`config.mk`:
```
export PLATFORM = sky130hd
export DESIGN_NAME = instr_mem_loader
export DESIGN_NICKNAME = d
export VERILOG_FILES = /design/src/rtl/instr_mem_loader_pkg.sv /design/src/rtl/instr_mem_loader_byte_word_packer.sv /design/src/rtl/instr_mem_loader.sv
export SDC_FILE = /design/constraint.sdc
export NUM_CORES = 1
export LEC_CHECK = 0
export ABC_AREA = 1
export BUFFER_PORTS_ARGS = -buffer_cell sky130_fd_sc_hd__clkbuf_2
export CORE_AREA = 2 2 110 112
export CTS_CLUSTER_DIAMETER = 30
export DETAILED_ROUTE_END_ITERATION = 6
export DIE_AREA = 0 0 112 114
export GPL_TIMING_DRIVEN = 0
export PLACE_DENSITY = 0.69
export SETUP_SLACK_MARGIN = 0.3
export SLEW_MARGIN = 0
export SYNTH_ARGS = -nofsm -noshare
export SYNTH_HDL_FRONTEND = slang
export SYNTH_HIERARCHICAL = 1
export SYNTH_SLANG_ARGS = --single-unit
```
`constraint.sdc`:
```
create_clock -name clk -period 3.3 [get_ports clk]
set_input_delay 0.66 -clock clk [delete_from_list [all_inputs] [get_ports clk]]
set_output_delay 0.66 -clock clk [all_outputs]
set_load 0.05 [all_outputs]
```
`src/rtl/instr_mem_loader_pkg.sv`:
```
// Shared types and sizes for the instruction-memory bootloader.
package instr_mem_loader_pkg;

  localparam int unsigned WORD_W         = 32;
  localparam int unsigned BYTE_W         = 8;
  localparam int unsigned BYTES_PER_WORD = 4;
  localparam int unsigned BYTE_CNT_W     = $clog2(BYTES_PER_WORD);
  localparam int unsigned LEN_W          = 8;

  typedef enum logic [2:0] {
    ST_IDLE,
    ST_RECV,
    ST_WRITE,
    ST_CHECK,
    ST_DONE,
    ST_ERR
  } state_t;

  // An image must hold at least one word and fit in the memory.
  function automatic logic len_ok(input logic [LEN_W-1:0] len,
                                  input logic [LEN_W-1:0] max_len);
    return (len != '0) && (len <= max_len);
  endfunction

endpackage

```
`src/rtl/instr_mem_loader_byte_word_packer.sv`:
```
// Assembles bytes MSB-first into 32-bit words; word_valid pulses the cycle
// after the last byte of a word is taken.
module byte_word_packer
  import instr_mem_loader_pkg::*;
(
  input  logic              clk,
  input  logic              reset,
  input  logic              clear,
  input  logic              byte_en,
  input  logic [BYTE_W-1:0] byte_in,
  output logic [WORD_W-1:0] word_c,
  output logic              last_c,
  output logic              word_valid
);

  // Only the three most recent bytes are kept; the fourth arrives on byte_in.
  logic [WORD_W-BYTE_W-1:0] shreg;
  logic [BYTE_CNT_W-1:0]    cnt;

  assign word_c = {shreg, byte_in};
  assign last_c = byte_en && (cnt == BYTE_CNT_W'(BYTES_PER_WORD - 1));

  always_ff @(posedge clk or posedge reset) begin
    if (reset) begin
      shreg      <= '0;
      cnt        <= '0;
      word_valid <= 1'b0;
    end else if (clear) begin
      shreg      <= '0;
      cnt        <= '0;
      word_valid <= 1'b0;
    end else begin
      word_valid <= last_c;
      if (byte_en) begin
        shreg <= word_c[WORD_W-BYTE_W-1:0];
        cnt   <= cnt + BYTE_CNT_W'(1);
      end
    end
  end

endmodule

```
`src/rtl/instr_mem_loader.sv`:
```
// Byte-stream bootloader: writes the instruction memory word by word and holds
// the CPU until the image and its trailing checksum byte have been accepted.
module instr_mem_loader
  import instr_mem_loader_pkg::*;
#(
  parameter int unsigned ADDR_W      = 8,
  parameter int unsigned DEPTH_WORDS = 64
) (
  input  logic              clk,
  input  logic              reset,
  input  logic              start,
  input  logic [LEN_W-1:0]  start_len,
  input  logic              s_valid,
  input  logic [BYTE_W-1:0] s_data,
  output logic              s_ready,
  output logic              mem_we,
  output logic [ADDR_W-1:0] mem_addr,
  output logic [WORD_W-1:0] mem_wdata,
  output logic              cpu_hold,
  output logic              done,
  output logic              error,
  output logic [LEN_W-1:0]  words_loaded
);

  localparam logic [LEN_W-1:0] MAX_LEN = LEN_W'(DEPTH_WORDS);

  state_t             state, state_nx;
  logic [LEN_W-1:0]   len_q;
  logic [LEN_W-1:0]   word_idx;
  logic [BYTE_W-1:0]  sum_q;
  logic [BYTE_W-1:0]  sum_nx_c;
  logic [WORD_W-1:0]  word_c;
  logic               word_last_c;
  logic               accept_c;
  logic               idle_like_c;
  logic               load_start_c;
  logic               pack_en_c;

  assign accept_c     = s_valid && s_ready;
  assign idle_like_c  = (state == ST_IDLE) || (state == ST_DONE) || (state == ST_ERR);
  assign load_start_c = start && idle_like_c && len_ok(start_len, MAX_LEN);
  assign pack_en_c    = accept_c && (state == ST_RECV);
  assign sum_nx_c     = BYTE_W'(sum_q + s_data);
  assign words_loaded = word_idx;

  // mem_we is the packer's registered word_valid, high exactly in WRITE.
  byte_word_packer u_packer (
    .clk        (clk),
    .reset      (reset),
    .clear      (load_start_c),
    .byte_en    (pack_en_c),
    .byte_in    (s_data),
    .word_c     (word_c),
    .last_c     (word_last_c),
    .word_valid (mem_we)
  );

  always_comb begin
    state_nx = state;
    case (state)
      ST_IDLE, ST_DONE, ST_ERR:
        if (start) state_nx = len_ok(start_len, MAX_LEN) ? ST_RECV : ST_ERR;
      ST_RECV:
        if (word_last_c) state_nx = ST_WRITE;
      ST_WRITE:
        state_nx = (LEN_W'(word_idx + LEN_W'(1)) == len_q) ? ST_CHECK : ST_RECV;
      ST_CHECK:
        if (accept_c) state_nx = (sum_nx_c == '0) ? ST_DONE : ST_ERR;
      default:
        state_nx = ST_IDLE;
    endcase
  end

  // Status outputs are registered copies of the next-state decode.
  always_ff @(posedge clk or posedge reset) begin
    if (reset) begin
      state    <= ST_IDLE;
      s_ready  <= 1'b0;
      done     <= 1'b0;
      error    <= 1'b0;
      cpu_hold <= 1'b1;
    end else begin
      state    <= state_nx;
      s_ready  <= (state_nx == ST_RECV) || (state_nx == ST_CHECK);
      done     <= (state_nx == ST_DONE);
      error    <= (state_nx == ST_ERR);
      cpu_hold <= (state_nx != ST_DONE);
    end
  end

  always_ff @(posedge clk or posedge reset) begin
    if (reset) begin
      len_q     <= '0;
      sum_q     <= '0;
      word_idx  <= '0;
      mem_addr  <= '0;
      mem_wdata <= '0;
    end else begin
      if (load_start_c) begin
        len_q    <= start_len;
        sum_q    <= '0;
        word_idx <= '0;
      end
      if (accept_c) sum_q <= sum_nx_c;
      if (word_last_c) begin
        mem_addr  <= ADDR_W'({word_idx, BYTE_CNT_W'(0)});
        mem_wdata <= word_c;
      end
      if (state == ST_WRITE) word_idx <= LEN_W'(word_idx + LEN_W'(1));
    end
  end

endmodule
```
==> results of run 1 <==
cell families after synthesis:
kind of cell,count (synthesis)
xor+xnor,9
simple gates,327
fa+ha+maj,10
other cells,1
buf+inv,69
compound gates,31
flops,96
power by group:
| group | internal, uW | switching (uW) |
|---|---|---|
| clock | 756 | 430 |
| combinational | 604 | 1550 |
| sequential | 1600 | 305 |
| total | 2960 | 2280 |
worst max-delay path, cell delays in order (launching register included):
cell      delay, ns
dfrtp_1        0.39
nand2_1        0.14
clkbuf_1       0.35
nor2_1         0.11
buf_6          0.16
nand2_1        0.07
inv_1          0.04
buf_2          0.20
inv_1          0.23
clkbuf_1       0.43
nand2_1        0.10
nand2_1        0.09
through the flow:
stage                     worst slack, ns  hold slack (ns)  std cells  area [um^2]
final                              0.9336           0.4685        776         5406
after global routing               0.6088           0.4980        776         5406
after CTS                          0.8585           0.4757        776         5406
after detailed placement           0.5121           0.4593        761         5062
after global placement            0.03606           0.4554        761         5060
after floorplan                    0.9018           0.4422        544         4526
flip-flops by register name (all words and copies together) (netlist names):
name,flops
u_packer/shreg,24
words_loaded,8
mem_addr,6
u_packer/word_valid,1
error,1
sum_q,8
u_packer/cnt,2
cpu_hold,1
done,1
len_q,8
s_ready,1
mem_wdata,32
state,3
synth_stat cells, types with 3 or more instances:
cell type	n
nor2_1	21
buf_6	5
o21ai_0	17
xor2_1	6
nand2_2	3
a21oi_1	8
o31ai_1	3
nand2_1	233
inv_1	36
nand3_2	4
buf_4	10
dfrtp_1	95
inv_2	3
buf_2	5
nand3_1	55
clkbuf_1	9
ha_1	9
per-layer routing:
metal	track usage, %	wire length, um
met1	20.48	4456
met3	3.985	321
met4	6.098	219
met2	27.11	4810
met5	0	0
worst paths after layout:
check | startpoint | end | cells past startpoint
worst min-delay path | u_packer/shreg[17]$_DFFE_PP0P_ | u_packer/shreg[17]$_DFFE_PP0P_ | 2
max in group asynchronous | reset | u_packer/shreg[5]$_DFFE_PP0P_ | 2
worst max-delay path | s_ready$_DFF_PP0_ | mem_wdata[7]$_DFFE_PP0P_ | 11
worst min register to register | u_packer/shreg[17]$_DFFE_PP0P_ | u_packer/shreg[17]$_DFFE_PP0P_ | 2
worst max register to register | s_ready$_DFF_PP0_ | mem_wdata[7]$_DFFE_PP0P_ | 11
min in group asynchronous | reset | len_q[0]$_DFFE_PP0P_ | 2
cell type report:
type | count | area (um^2)
well taps | 147 | 183.9
flip-flops and latches | 96 | 2404
repair buffers | 70 | 350.3
plain buffers | 29 | 190.2
clock buffers | 10 | 239.0
multi-input cells | 379 | 1779
fillers | 1185 | 6305
inverters | 40 | 155.1
clock inverters | 5 | 105.1
==> impl_metrics.json, run 1 <==
{
  "seq_area_frac_synth_pct": 53.15,
  "clk-insertion-delay-late_ns": 0.34,
  "ys_top_cells_by_area": "dfrtp_1 53%, nand2_1 19%, nand3_1 6.1%",
  "grt.total_usage_pct": 16.19,
  "fin_tns_setup_ns": 0,
  "wirelength_um": 9808,
  "slew_viol_final": 0,
  "fmax_mhz": 422.6,
  "slew_headroom_pct": 31.89,
  "rsz0062_at_grt": "false",
  "drcViolationCount": 0,
  "synthArstFlopShare_pct": 100.0,
  "syn_avg_cell_area_um2": 8.328,
  "insertedDiodeCount": 0,
  "cts_resized": 0,
  "synthFlopType": "dfrtp_1",
  "synth_edf_count": 0,
  "outcome": "finished, final reports clean",
  "viasPerCell": 4.624,
  "final_nets": 655,
  "ys_warn_count": 6,
  "antenna_found_initial": 0,
  "final_util_pct": 46.16,
  "grt-ovfl-total": 0,
  "areaGrowthSynthToFinish_pct": 19.56,
  "powerDensity_nw_per_um2": 970.8,
  "synth-simple-area-share_pct": 30.63,
  "synth_top_family_by_area": "simple AND/OR/NAND/NOR gates",
  "cts_tree": "done",
  "dp_hpwl_um": 7297,
  "crit_type": "reg -> reg",
  "maxCapViolCount": 0,
  "drive_gt1_share_pct": 20.35,
  "die_y_um": 114,
  "critPathMaxFanout": 10,
  "yosysTopAreaCellShare_pct": 52.57,
  "rrSetupSlack_ns": 0.93,
  "final_common_cell": "nand2_1",
  "die_w_um": 112,
  "rows": 40,
  "post_cts_buffers": 0,
  "holdBufCountCts": 0,
  "cts_made_buffers": 9,
  "h-tree-depth": 3,
  "drt_iter0_drc": 153,
  "initial_core_util_pct": 38.61,
  "finalHoldViolCount": 0,
  "wl_per_cell_um": 12.64,
  "grt_pass1_vias": 3459,
  "root_buffer": "clkbuf_16",
  "synth_largest_area_cell": "dfrtp_1",
  "power_uw": 5248,
  "muxShareOfSynthArea_pct": 0,
  "first_pass_iters": 4,
  "synth.distinct_cells": 33,
  "syn_inst": 543,
  "crit_required_ns": 3.58,
  "hold_path.class": "reg -> reg",
  "ant_nets": 0,
  "fin_skew_ns": 0.005994,
  "worstPathArrival_ns": 2.65,
  "synth_seq_cells": 96,
  "io_buffers": 70,
  "clk_pin_slew_ns": 0.07,
  "p_leak_uw": 0.003023,
  "fin_crit_sh_pct": 71.71,
  "gp_congestion": 0.8244,
  "min_period_ns": 2.366,
  "vias": 3588,
  "cp-end-kind": "flip-flop",
  "syn_area_um2": 4522,
  "cts_buffer_depth": 2,
  "io_pins": 73,
  "ir_worst_vdd_uv": 380.2,
  "clock-sinks": 96,
  "fp.coreArea_um2": 11710,
  "critPathLaunchType": "flip-flop",
  "tightestPinTransition_ns": 1.020,
  "yosys.area_share.adder_pct": 2.933,
  "grt_max_degree": 70,
  "synth_compound_area_share_pct": 3.708,
  "design.die.area_um2": 12770,
  "synth-xor-area-share_pct": 1.909,
  "layout_common_cells": "233 x nand2_1, 95 x dfrtp_1, 70 x clkbuf_2",
  "grt_pass1_wl_um": 16490,
  "setup_violations": 0
}
Note: power is estimated with default switching activity, not from simulation.
==> inputs of run 2 (changes only) <==
Settings changed: PLACE_DENSITY 0.69 to 0.71.
Clock period 3.3 ns to 2 ns, I/O delays scaled along.
==> run 2 against run 1 <==
Effect of this change: clock power up 54%; worst hold slack worse by 0.25 ns; sequential cell count unchanged.
==> impl_metrics.json, run 2 (same netlist as run 1, synthesis figures left out) <==
{
  "outcome": "finished, final reports clean",
  "tightestPinTransition_ns": 1.039,
  "grt_pass1_vias": 3707,
  "largest_register": "mem_wdata",
  "insertedDiodeCount": 0,
  "grt_max_degree": 37,
  "powerDensity_nw_per_um2": 1545,
  "cts_buffer_depth": 2,
  "fin_skew_ns": 0.008488,
  "rrSetupSlack_ns": 0.13,
  "rsz0062_at_grt": "true",
  "wirelength_um": 10700,
  "slew_headroom_pct": 30.63,
  "layout_common_cells": "219 x nand2_1, 91 x dfrtp_1, 70 x clkbuf_2",
  "viasPerCell": 4.706,
  "setup_violations": 0,
  "drt_iter0_drc": 139,
  "cts_made_buffers": 9,
  "finalHoldViolCount": 0,
  "clk_pin_slew_ns": 0.07,
  "final_nets": 684,
  "ant_nets": 0,
  "largest_reg_flops": 32,
  "clk-insertion-delay-late_ns": 0.33,
  "critPathMaxFanout": 4,
  "io_buffers": 70,
  "fmax_mhz": 536.1,
  "dp_hpwl_um": 7617,
  "min_period_ns": 1.865,
  "slew_viol_final": 0,
  "reg_top3": "mem_wdata: 32 flops, u_packer/shreg: 24 flops",
  "die_y_um": 114,
  "crit_type": "reg -> reg",
  "rows": 40,
  "die_w_um": 112,
  "root_buffer": "clkbuf_16",
  "final_util_pct": 50.05,
  "wl_per_cell_um": 13.28,
  "initial_core_util_pct": 38.61,
  "hold_path.class": "in -> async",
  "fin_crit_sh_pct": 93.26,
  "final_common_cell": "nand2_1",
  "ir_worst_vdd_uv": 912.1,
  "gp_congestion": 0.8240,
  "fin_ws_ns": 0.1347,
  "io_pins": 73,
  "holdBufCountCts": 0,
  "grt_pass1_wl_um": 17480,
  "r2r-start": "sum_q[0]$_DFFE_PP0P_",
  "pre_cts_ws_ns": -0.1680,
  "p_leak_uw": 0.003249,
  "cts_tree": "done",
  "crit_required_ns": 2.28,
  "areaGrowthSynthToFinish_pct": 29.63,
  "fp.coreArea_um2": 11710,
  "first_pass_iters": 5,
  "critPathLaunchType": "flip-flop",
  "design.die.area_um2": 12770,
  "cp-end-kind": "flip-flop",
  "antenna_found_initial": 0,
  "grt-ovfl-total": 0,
  "drcViolationCount": 0,
  "h-tree-depth": 3,
  "fillers": 1110,
  "grt.total_usage_pct": 16.92,
  "r2r_cells": 10,
  "maxCapViolCount": 0,
  "worstPathArrival_ns": 2.14,
  "clock-sinks": 96,
  "r2r-end": "done$_DFF_PP0_",
  "drive_gt1_share_pct": 29.14,
  "vias": 3793
}
==> run 2: worst max-delay path, stage by stage (launching register included) <==
cell     delay [ns]
dfrtp_1        0.41
ha_4           0.17
fa_2           0.42
or2_4          0.25
nor2_4         0.08
nand3_2        0.06
nor2_1         0.10
nand2_1        0.08
nand2_2        0.10
nand3_2        0.08
inv_1          0.06
==> run 2: cell type report <==
class / instances / area, um^2 / share of cell area [%]
Clock inverter: 3 / 65.06 / 1.110
Tap cell: 147 / 183.9 / 3.138
Inverter: 40 / 172.7 / 2.946
Sequential cell: 96 / 2409 / 41.09
Timing Repair Buffer: 99 / 631.9 / 10.78
Multi-Input combinational cell: 379 / 1884 / 32.15
Buffer: 29 / 265.3 / 4.525
Clock buffer: 13 / 250.2 / 4.269
==> run 2: timing repair <==
item	in CTS	in global routing
gates resized for setup	8	56
endpoints found under the setup margin	44	64
endpoints found under the hold margin	0	0
pin swaps	4	6
cloned	0	4
setup buffers	6	18
==> run 2: per-layer routing <==
layer / part of all wire, % / vias up / wire length (um) / GRT usage (%)
met5: 0 / - / 0 / 0
met4: 1.5 / 0 / 162 / 5.122
met3: 3.9 / 12 / 419 / 3.826
met2: 50 / 68 / 5360 / 29.13
met1: 44 / 1797 / 4758 / 21.47
li1: - / 1916 / - / -
==> run 2: per-stage QoR <==
| step | instances | area [um^2] | setup TNS [ns] | hold slack, ns | power (uW) |
|---|---|---|---|---|---|
| final | 806 | 5862 | 0 | 0.2178 | 9058 |
| after global placement | 761 | 5121 | -0.4811 | 0.4542 | 6711 |
| after global routing | 806 | 5862 | 0 | 0.2804 | 9672 |
| after CTS | 784 | 5524 | 0 | 0.2448 | 8789 |
| after floorplan | 544 | 4587 | 0 | 0.4422 | 5953 |
| after detailed placement | 762 | 5141 | -0.7050 | 0.4592 | 6838 |
==> run 2: report_power, final <==
group          internal, uW  switching [uW]  total (uW)
registers              2660             497        3150
clock network          1130             698        1830
logic                  1310            2770        4080
total                  5100            3960        9060
==> run 2: worst max-delay path by stage <==
stage,start,to,slack (ns),depth (start not counted)
after floorplan,sum_q[0]$_DFFE_PP0P_,error$_DFF_PP0_,0.17,9
after global placement,s_data[0],error$_DFF_PP0_,-0.11,10
after detailed placement,s_data[0],done$_DFF_PP0_,-0.17,14
after CTS,sum_q[0]$_DFFE_PP0P_,done$_DFF_PP0_,0.12,10
after global routing,sum_q[0]$_DFFE_PP0P_,error$_DFF_PP0_,0.05,12
final,sum_q[0]$_DFFE_PP0P_,done$_DFF_PP0_,0.13,10
==> inputs of run 3 (changes only) <==
Settings changed: CORE_AREA 2 2 110 112 to 2 2 109 111, DIE_AREA 0 0 112 114 to 0 0 111 113, PLACE_DENSITY 0.71 to 0.72, SYNTH_HIERARCHICAL 1 to not set.
==> run 3 against run 2 <==
Effect of this change: critical path depth increased by 1; clock skew about the same; sequential cell count unchanged; fmax increased by 1.8%; the run now ends with DRC left; setup slack improved by 0.032 ns; global-route usage increased by 0.12 points.
==> impl_metrics.json, run 3 <==
{
  "slowest_stage": "fa_2",
  "p_leak_uw": 0.002969,
  "regArea_um2": 2406,
  "synth_largest_area_cell": "dfrtp_1",
  "fin_area_um2": 5445,
  "die_w_um": 111,
  "ant_nets": 0,
  "cts_tree": "done",
  "grt.total_usage_pct": 17.04,
  "largest_register": "mem_wdata",
  "io_pins": 73,
  "root_buffer": "clkbuf_16",
  "grt_pass1_wl_um": 17170,
  "fin_skew_ns": 0.008205,
  "ir_worst_vdd_uv": 1026,
  "drt_iter0_drc": 189,
  "fp.coreArea_um2": 11270,
  "final_nets": 667,
  "drcViolationCount": 3,
  "holdBufCountCts": 0,
  "yosysTopAreaCellShare_pct": 52.92,
  "fin_tns_setup_ns": 0,
  "rsz0062_at_grt": "true",
  "final_common_cell": "nand2_1",
  "ys_warn_count": 0,
  "clock-sinks": 96,
  "drive_gt1_share_pct": 20.09,
  "worstPathArrival_ns": 2.13,
  "grt_pass1_vias": 3566,
  "areaGrowthSynthToFinish_pct": 21.23,
  "first_pass_iters": 7,
  "ys_top_cells_by_area": "dfrtp_1 53%, nand2_1 16%, inv_1 6.9%",
  "wirelength_um": 10320,
  "fmax_mhz": 545.5,
  "placed_area_um2": 5089,
  "syn_avg_cell_area_um2": 8.152,
  "powerDensity_nw_per_um2": 1760,
  "fillers": 1043,
  "synth.distinct_cells": 35,
  "crit_path_max_incr_delay_ns": 0.43,
  "critPathMaxFanout": 4,
  "syn_inst": 551,
  "largest_reg_flops": 32,
  "outcome": "finished with violations",
  "design.die.area_um2": 12540,
  "h-tree-depth": 3,
  "antenna_found_initial": 0,
  "multiInputGateArea_um2": 1697,
  "power_uw": 9582,
  "cp_cell_sequence": "ha_4 > fa_2 > nor2_2 > nand2_1 > nor2_1 > nand3_1 > nor2_1 > nand2_1 > nand2_2 > nand3_2 > inv_2",
  "vias": 3743,
  "viasPerCell": 4.768,
  "fin_crit_sh_pct": 91.66,
  "cp-end-kind": "flip-flop",
  "cts_made_buffers": 9,
  "die_y_um": 113,
  "grt-ovfl-total": 0,
  "synth_seq_cells": 96,
  "critPathLaunchType": "flip-flop",
  "gp_congestion": 0.8532,
  "violations": "DRC",
  "initial_core_util_pct": 39.85,
  "clk_pin_slew_ns": 0.07,
  "synth_top_cells_by_count": "189 x nand2_1, 95 x dfrtp_1, 83 x inv_1",
  "crit_type": "reg -> reg",
  "tightestPinTransition_ns": 0.6560,
  "seq_area_frac_synth_pct": 53.51,
  "grt_max_degree": 36,
  "dp_hpwl_um": 7654,
  "slew_headroom_pct": 56.17,
  "maxCapViolCount": 0,
  "setup_violations": 0,
  "synthFlopType": "dfrtp_1",
  "synthArstFlopShare_pct": 100.0,
  "slew_viol_final": 0,
  "wl_per_cell_um": 13.15,
  "rows": 39,
  "insertedDiodeCount": 0,
  "reg_top3": "mem_wdata: 32 flops, u_packer.shreg: 24 flops",
  "finalHoldViolCount": 0,
  "crit_required_ns": 2.29,
  "syn_area_um2": 4492,
  "layout_common_cells": "186 x nand2_1, 93 x dfrtp_1, 82 x inv_1",
  "min_period_ns": 1.833,
  "cts_buffer_depth": 2,
  "io_buffers": 70,
  "hold_path.class": "in -> async",
  "synth_edf_count": 0,
  "clk-insertion-delay-late_ns": 0.35,
  "post-synth-top-count-cell": "nand2_1"
}
[run 3: cell count changes after synthesis, sizes merged, moves of 2 or more]
cell   before  now
buf        20   11
o22ai       0    5
nand3      59   29
nand4       0    2
a21oi       8    5
nor2       24   22
o31ai       3    0
o21ai      19   67
nand2     236  190
inv        40   88
[run 3: cell families (layout without fill, tap and decap cells)]
kind of cell	Yosys count	in the layout	share of synthesized area, %
AND/OR/NAND/NOR	249	249	23.01
buffers and inverters	108	198	9.554
flip-flops	96	96	53.51
AO/OA/AOI/OAI	77	77	8.886
adder cells (fa/ha/maj)	10	10	2.953
XOR/XNOR	9	9	1.755
other	1	2	0.08349
multiplexers	1	1	0.2507
[run 3: layout make-up]
class	instances	area share, %
timing repair buffer	74	7.445
clock buffer	14	5.216
buffer	19	1.838
clock inverter	2	0.6434
sequential	96	44.19
multi-input combinational	348	31.16
tap	143	3.286
inverter	89	6.227
[run 3: worst paths after layout]
kind | end | from | cells past startpoint | slack (ns)
max | done$_DFF_PP0_ | sum_q[0]$_DFFE_PP0P_ | 11 | 0.17
min | mem_addr[4]$_DFFE_PP0P_ | reset | 2 | 0.13
max reg2reg | done$_DFF_PP0_ | sum_q[0]$_DFFE_PP0P_ | 11 | 0.17
min reg2reg | mem_wdata[5]$_DFFE_PP0P_ | mem_wdata[5]$_DFFE_PP0P_ | 2 | 0.48
max in group asynchronous | cpu_hold$_DFF_PP1_ | reset | 3 | 1.22
min in group clk | len_q[0]$_DFFE_PP0P_ | start_len[0] | 3 | 0.26
[run 3: report_power, final]
part / internal (uW) / total (uW) / switching, uW
registers: 2770 / 3270 / 507
clock network: 1100 / 1830 / 722
logic: 1230 / 4480 / 3250
[run 3: routing by layer]
layer	up-vias	global-route usage (%)	part of all wire, %
li1	1868	-	-
met1	1775	22.47	45
met2	87	28.18	48
met3	13	4.017	5.6
met4	0	5.250	1.3
met5	-	0	0
[run 3: per-stage QoR]
step	cells	utilization, %	hold slack [ns]	setup WS, ns
floorplan	552	-	0.4494	0.3005
global placement	765	44.79	0.4620	-0.2886
detailed placement	767	45.14	0.4704	-0.05016
CTS	783	48.06	0.1581	0.1415
global route	785	48.31	0.1998	0.01613
finish	785	48.31	0.1340	0.1669
[run 3: repair_timing]
| action | 4_1_cts | 5_1_grt |
|---|---|---|
| pin swaps | 3 | 4 |
| endpoints found under the hold margin | 0 | 0 |
| setup endpoints to repair | 13 | 27 |
| gates cloned | 0 | 0 |
| buffers inserted | 0 | 2 |
| resized for setup | 3 | 7 |
[run 3: worst max-delay path: cells and delay by family (launching register included)]
kind,cells,cell delay [ns]
simple gates,8,0.71
fa+ha+maj,2,0.60
flops,1,0.41
buf+inv,1,0.06
